**src/rtl/xgmii_decoder.sv**
```systemverilog
// 64b/66b receive decoder: rebuilds each 66-bit block from two 32-bit halves and
// emits two XGMII words per block, substituting /E/ blocks for illegal input.
module xgmii_decoder #(
  parameter int DATA_WIDTH = 32,
  parameter int CTRL_WIDTH = 4,
  parameter int HDR_WIDTH  = 2
) (
  input  logic                  i_clk,
  input  logic                  i_reset,
  input  logic [DATA_WIDTH-1:0] i_encoded_data,
  input  logic [HDR_WIDTH-1:0]  i_sync_hdr,
  input  logic                  i_hdr_valid,
  input  logic                  i_encoded_data_valid,
  output logic [DATA_WIDTH-1:0] o_xgmii_rxd,
  output logic [CTRL_WIDTH-1:0] o_xgmii_rxc,
  output logic                  o_xgmii_valid,
  output logic                  o_decoding_err
);

  localparam int LANES = 2 * CTRL_WIDTH;
  localparam logic [DATA_WIDTH-1:0] IDLE_WORD = {CTRL_WIDTH{8'h07}};
  localparam logic [DATA_WIDTH-1:0] ERR_WORD  = {CTRL_WIDTH{8'hFE}};

  typedef enum logic {EXP_FIRST, EXP_SECOND} in_state_t;
  typedef enum logic {OUT_PKT, IN_PKT} frame_t;

  in_state_t state_reg, state_next;
  frame_t    frame_reg, frame_next;

  logic [DATA_WIDTH-1:0] held_data_reg;
  logic [HDR_WIDTH-1:0]  held_hdr_reg;
  logic [DATA_WIDTH-1:0] pend_rxd_reg;
  logic [CTRL_WIDTH-1:0] pend_rxc_reg;
  logic                  pend_valid_reg;
  logic [DATA_WIDTH-1:0] rxd_reg;
  logic [CTRL_WIDTH-1:0] rxc_reg;
  logic                  valid_reg;
  logic                  err_reg;

  logic capture, decode, seq_err;

  logic [2*DATA_WIDTH-1:0] blk;
  logic [2*DATA_WIDTH-1:0] blk_hi;
  logic [7:0]              ctl_char [LANES];
  logic [LANES-1:0]        ctl_ok;

  assign blk    = {i_encoded_data, held_data_reg};
  assign blk_hi = {8'h00, blk[2*DATA_WIDTH-1:8]};

  // 7-bit control code of lane gi, at its fixed position after the type byte
  for (genvar gi = 0; gi < LANES; gi++) begin : g_ctl
    logic [6:0] code;
    assign code         = blk[7*gi+8 +: 7];
    assign ctl_ok[gi]   = (code == 7'h00) || (code == 7'h1E);
    assign ctl_char[gi] = (code == 7'h1E) ? 8'hFE : 8'h07;
  end

  always_comb begin
    state_next = state_reg;
    capture    = 1'b0;
    decode     = 1'b0;
    seq_err    = 1'b0;
    if (i_encoded_data_valid) begin
      case (state_reg)
        EXP_FIRST: begin
          if (i_hdr_valid) begin
            capture    = 1'b1;
            state_next = EXP_SECOND;
          end else begin
            seq_err = 1'b1;
          end
        end
        default: begin
          if (!i_hdr_valid) begin
            decode     = 1'b1;
            state_next = EXP_FIRST;
          end else begin
            seq_err = 1'b1;
            capture = 1'b1;
          end
        end
      endcase
    end
  end

  logic [2*DATA_WIDTH-1:0] dec_rxd, out_rxd;
  logic [LANES-1:0]        dec_rxc, out_rxc;
  logic dec_bad, blk_err, is_data, is_start, is_term, is_ctrl, t_type;
  int   tpos;

  always_comb begin
    dec_rxd  = '0;
    dec_rxc  = '0;
    dec_bad  = 1'b0;
    is_data  = 1'b0;
    is_start = 1'b0;
    is_term  = 1'b0;
    is_ctrl  = 1'b0;
    t_type   = 1'b1;
    case (blk[7:0])
      8'h87:   tpos = 0;
      8'h99:   tpos = 1;
      8'hAA:   tpos = 2;
      8'hB4:   tpos = 3;
      8'hCC:   tpos = 4;
      8'hD2:   tpos = 5;
      8'hE1:   tpos = 6;
      8'hFF:   tpos = 7;
      default: begin
        tpos   = 0;
        t_type = 1'b0;
      end
    endcase

    if (held_hdr_reg == 2'b01) begin
      dec_rxd = blk;
      is_data = 1'b1;
    end else if (held_hdr_reg == 2'b10) begin
      is_ctrl = 1'b1;
      if (blk[7:0] == 8'h1E) begin
        for (int j = 0; j < LANES; j++) begin
          dec_rxd[8*j +: 8] = ctl_char[j];
          dec_bad           = dec_bad | ~ctl_ok[j];
        end
        dec_rxc = '1;
      end else if (blk[7:0] == 8'h78) begin
        dec_rxd  = {blk[2*DATA_WIDTH-1:8], 8'hFB};
        dec_rxc  = 8'h01;
        is_start = 1'b1;
      end else if (blk[7:0] == 8'h33) begin
        for (int j = 0; j < 4; j++) begin
          dec_rxd[8*j +: 8] = ctl_char[j];
          dec_bad           = dec_bad | ~ctl_ok[j];
        end
        dec_rxd[2*DATA_WIDTH-1:32] = {blk[2*DATA_WIDTH-1:40], 8'hFB};
        dec_rxc  = 8'h1F;
        is_start = 1'b1;
      end else if (t_type) begin
        is_term = 1'b1;
        // data lanes sit in bytes 1..tpos, control codes fill the tail
        for (int j = 0; j < LANES; j++) begin
          if (j < tpos) begin
            dec_rxd[8*j +: 8] = blk_hi[8*j +: 8];
          end else if (j == tpos) begin
            dec_rxd[8*j +: 8] = 8'hFD;
            dec_rxc[j]        = 1'b1;
          end else begin
            dec_rxd[8*j +: 8] = ctl_char[j];
            dec_rxc[j]        = 1'b1;
            dec_bad           = dec_bad | ~ctl_ok[j];
          end
        end
      end else begin
        dec_bad = 1'b1;
      end
    end else begin
      dec_bad = 1'b1;
    end

    blk_err = dec_bad
            | ((frame_reg == OUT_PKT) & (is_data | is_term))
            | ((frame_reg == IN_PKT) & is_ctrl & ~is_term);

    if (blk_err)       frame_next = OUT_PKT;
    else if (is_start) frame_next = IN_PKT;
    else if (is_term)  frame_next = OUT_PKT;
    else               frame_next = frame_reg;

    out_rxd = blk_err ? {2{ERR_WORD}} : dec_rxd;
    out_rxc = blk_err ? '1 : dec_rxc;
  end

  always_ff @(posedge i_clk or posedge i_reset) begin
    if (i_reset) begin
      state_reg      <= EXP_FIRST;
      frame_reg      <= OUT_PKT;
      held_data_reg  <= '0;
      held_hdr_reg   <= '0;
      pend_rxd_reg   <= '0;
      pend_rxc_reg   <= '0;
      pend_valid_reg <= 1'b0;
      rxd_reg        <= IDLE_WORD;
      rxc_reg        <= '1;
      valid_reg      <= 1'b0;
      err_reg        <= 1'b0;
    end else begin
      state_reg <= state_next;
      err_reg   <= seq_err | (decode & blk_err);
      if (capture) begin
        held_data_reg <= i_encoded_data;
        held_hdr_reg  <= i_sync_hdr;
      end
      if (decode) begin
        frame_reg      <= frame_next;
        rxd_reg        <= out_rxd[DATA_WIDTH-1:0];
        rxc_reg        <= out_rxc[CTRL_WIDTH-1:0];
        valid_reg      <= 1'b1;
        pend_rxd_reg   <= out_rxd[2*DATA_WIDTH-1:DATA_WIDTH];
        pend_rxc_reg   <= out_rxc[LANES-1:CTRL_WIDTH];
        pend_valid_reg <= 1'b1;
      end else if (pend_valid_reg) begin
        rxd_reg        <= pend_rxd_reg;
        rxc_reg        <= pend_rxc_reg;
        valid_reg      <= 1'b1;
        pend_valid_reg <= 1'b0;
      end else begin
        valid_reg <= 1'b0;
      end
    end
  end

  assign o_xgmii_rxd    = rxd_reg;
  assign o_xgmii_rxc    = rxc_reg;
  assign o_xgmii_valid  = valid_reg;
  assign o_decoding_err = err_reg;

endmodule

```
**config.mk**
```make
export PLATFORM = sky130hd
export DESIGN_NAME = xgmii_decoder
export DESIGN_NICKNAME = d
export VERILOG_FILES = /design/src/rtl/xgmii_decoder.sv
export SDC_FILE = /design/constraint.sdc
export NUM_CORES = 1
export LEC_CHECK = 0
export ABC_AREA = 1
export BUFFER_PORTS_ARGS = -buffer_cell sky130_fd_sc_hd__buf_4
export CAP_MARGIN = 40
export CELL_PAD_IN_SITES_DETAIL_PLACEMENT = 1
export CELL_PAD_IN_SITES_GLOBAL_PLACEMENT = 2
export CORE_MARGIN = 10
export CORE_UTILIZATION = 38
export CTS_BUF_LIST = sky130_fd_sc_hd__clkbuf_2 sky130_fd_sc_hd__clkbuf_4 sky130_fd_sc_hd__clkbuf_8
export CTS_CLUSTER_SIZE = 28
export DETAILED_ROUTE_END_ITERATION = 8
export GPL_ROUTABILITY_DRIVEN = 0
export GPL_TIMING_DRIVEN = 0
export PLACE_DENSITY_LB_ADDON = 0.1
export SLEW_MARGIN = 40
export SYNTH_ARGS = -nofsm -noshare
export SYNTH_HDL_FRONTEND = slang
export SYNTH_SLANG_ARGS = --single-unit
```
**constraint.sdc**
```tcl
create_clock -name i_clk -period 6.05 [get_ports i_clk]
set_input_delay 1.21 -clock i_clk [delete_from_list [all_inputs] [get_ports i_clk]]
set_output_delay 1.21 -clock i_clk [all_outputs]
set_load 0.005 [all_outputs]
```
==> impl_metrics.toml <==
[worst_setup_path]
reg2reg_depth = 12
max_stage_delay_ps = 710
end_kind = "flip-flop"
worstSetupStartpointType = "input pin"
r2r_end = "pend_rxd_reg[0]"
reg2reg_from = "held_data_reg[2]"
critPathArrivalTime_ps = 3850
cp_max_fo = 10
reg2reg_slack_ps = 2650
timing.critical_path.mode_cell = "inv_1"
critPathSlowestCell = "nor2_1"
crit_end = "o_xgmii_rxd[24]"
startpoint = "i_hdr_valid"
required_ps = 6400
path_class = "input pin to flip-flop"
worstPathCellList = "buf_4 > inv_1 > ha_1 > nand2_1 > nor2_1 > inv_1 > clkbuf_1 > o21ai_0 > nand3_1 > a21oi_1"

[placed_design]
place_hpwl_mm = 25.2
placement.io_buffers = 75
pre_cts_slack_ps = 2190

[floorplan]
die_y_um = 156
ioPinCount = 76
die-area_mm2 = 0.0245
core_area_mm2 = 0.0181
fp.dieW_um = 156
rows = 49
start_util_pct = 39.0

[clock_tree]
clk_pin_slew_worst_paths_ps = 110
cts.sinks = 111
insertion_delay_ps = 420
clock_path_buffers = 2
clockRootBuffer = "clkbuf_8"
postCtsHoldBufs = 0
post_cts_resized = 0
cts_buffers = 9
cts_tree = "done"
post_cts_buffers = 0
h-tree-depth = 3

[synthesis]
syn_area_per_cell_um2 = 7.22
syn-num-nets = 1020
ys_seq_area_share_pct = 39.5
postSynthCellCount = 981
syn_area_mm2 = 0.00708
ys_ff_latch = 111
synthDistinctLibCells = 43
synth_warnings = 0

[timing]
setup_violations = 0
skew_ps = 17.2
tightest_slew_ps = 819
slew_viol_final = 0
timing.final.ws_setup_ps = 2550
min_period_ps = 3500
finalSetupTns_ps = 0
finalHoldViolCount = 0
finalCritPeriodShare_pct = 57.9
grt_setup_unrepaired = "no"
relSlewSlack_pct = 45.2
fmax_mhz = 285

[global_routing]
grt_pass1_wl_mm = 48.1
grt_start_max_net_pins = 66
gr-total-overflow = 0
antenna_found_initial = 0
grtUsageTotal_pct = 25.9
grt_pass1_vias = 7610

[drt]
firstDrtPassIters = 5
final_antenna_net_count = 0
drc = 0
drt-vias-per-instance = 5.96
wl_mm = 31.8
drtIter0Drc = 860
routedWlPerCell_um = 24.4
vias = 7756

[power]
power.leakage_nw = 3.86
powerDensity_mw_per_mm2 = 268
irDropWorstVdd_v = 0.000124

[cells_and_area]
antenna_cells = 0
area_growth_pct = 15.6
drive_gt1_share_pct = 15.8
nNetsFinal = 1107

[flow_run]
cap_viol_max_count = 0

[min_path]
hold_class = "flip-flop to flip-flop"

[run_status]
outcome = "finished clean"
cells in the mapped netlist:
master,n,share of area [%]
o21ai_0,114,8.1
clkinv_1,2,0.11
nand2_1,217,12
nand2_4,4,0.64
o21ai_1,1,0.071
inv_1,98,5.2
nor2_2,2,0.18
o2111a_1,1,0.16
inv_2,6,0.32
buf_2,2,0.14
a21oi_2,27,3.3
nand4_1,16,1.4
mux2_2,1,0.16
o31ai_1,1,0.11
a21boi_0,2,0.21
o21a_1,2,0.21
buf_4,3,0.32
nand3_1,48,3.4
o31ai_2,1,0.18
a211oi_1,7,0.74
a221oi_1,14,1.7
nor3_1,4,0.28
clkbuf_1,40,2.1
o221ai_1,14,1.7
nor2_1,103,5.5
nor2_4,1,0.16
o2111ai_1,6,0.74
o211ai_1,19,2.0
a2111oi_0,1,0.12
nor4_4,1,0.30
ha_1,1,0.18
buf_6,3,0.48
dfstp_2,16,5.9
a31oi_1,6,0.53
o22ai_1,22,1.9
dfrtp_1,95,34
o41ai_1,2,0.25
nor4_1,8,0.71
a22oi_1,3,0.32
a21oi_1,57,4.0
nand2_2,8,0.71
clkinv_2,1,0.071
o221a_2,1,0.16
cell usage in the layout, fill, tap and decap left out, types with 19 or more instances in the layout:
cell type,Yosys,routed
a21oi_1,57,57
a21oi_2,27,27
buf_4,3,78
clkbuf_1,40,40
dfrtp_1,95,95
inv_1,98,97
nand2_1,217,217
nand3_1,48,48
nor2_1,103,103
o211ai_1,19,19
o21ai_0,114,114
o22ai_1,22,22
per-layer routing:
metal | share of wire (%) | vias up | track usage, %
met2 | 44 | 343 | 39.9
met5 | 0 | - | 0
met4 | 2.2 | 0 | 6.52
li1 | - | 3543 | -
met3 | 9.2 | 52 | 5.65
met1 | 45 | 3818 | 36.1
report_power, final:
group / total, mW / internal, mW / switching, mW
Clock: 0.517 / 0.219 / 0.298
Sequential: 1.04 / 0.924 / 0.113
Combinational: 0.638 / 0.258 / 0.380
Total: 2.19 / 1.40 / 0.791
logic make-up after synthesis:
kind of cell / Yosys count / synth area share [%]
and+or+nand+nor: 412 / 24.7
buffers and inverters: 155 / 8.75
adders and majority gates: 1 / 0.177
DFF: 111 / 39.5
AOI/OAI and AO/OA: 301 / 26.7
muxes: 1 / 0.159
cell type report:
cell class	count	area [µm²]
clock inverters	5	63.8
flip-flops and latches	111	2800
fillers	2335	9970
multi-input cells	715	3660
clock buffers	11	151
plain buffers	48	216
well taps	229	287
repair buffers	76	591
inverters	107	410
worst max-delay path: cells and delay by family:
kind / cells / cell delay (ps)
AO/OA/AOI/OAI: 2 / 610
adder cells (fa/ha/maj): 1 / 150
buffers and inverters: 4 / 820
AND/OR/NAND/NOR: 3 / 1050
stage by stage:
stage	total power, mW	hold WS (ps)	utilization, %	std cells	area [µm²]
finish	2.19	491	45.1	1302	8180
global route	2.32	522	45.1	1302	8180
CTS	2.20	493	45.1	1302	8180
detailed placement	1.69	463	43.9	1286	7960
global placement	1.66	458	43.7	1285	7930
floorplan	1.37	444	-	981	7080
worst min path at each step:
stage,slack [ps],depth (start not counted),start,end
global route,520,2,pend_rxd_reg[24],pend_rxd_reg[24]
finish,490,2,pend_rxd_reg[24],pend_rxd_reg[24]
CTS,490,2,pend_rxd_reg[8],pend_rxd_reg[8]
floorplan,440,2,pend_rxd_reg[0],pend_rxd_reg[0]
global placement,460,2,pend_rxd_reg[8],pend_rxd_reg[8]
detailed placement,460,2,pend_rxd_reg[8],pend_rxd_reg[8]
Power figures use the tool's default switching activity.
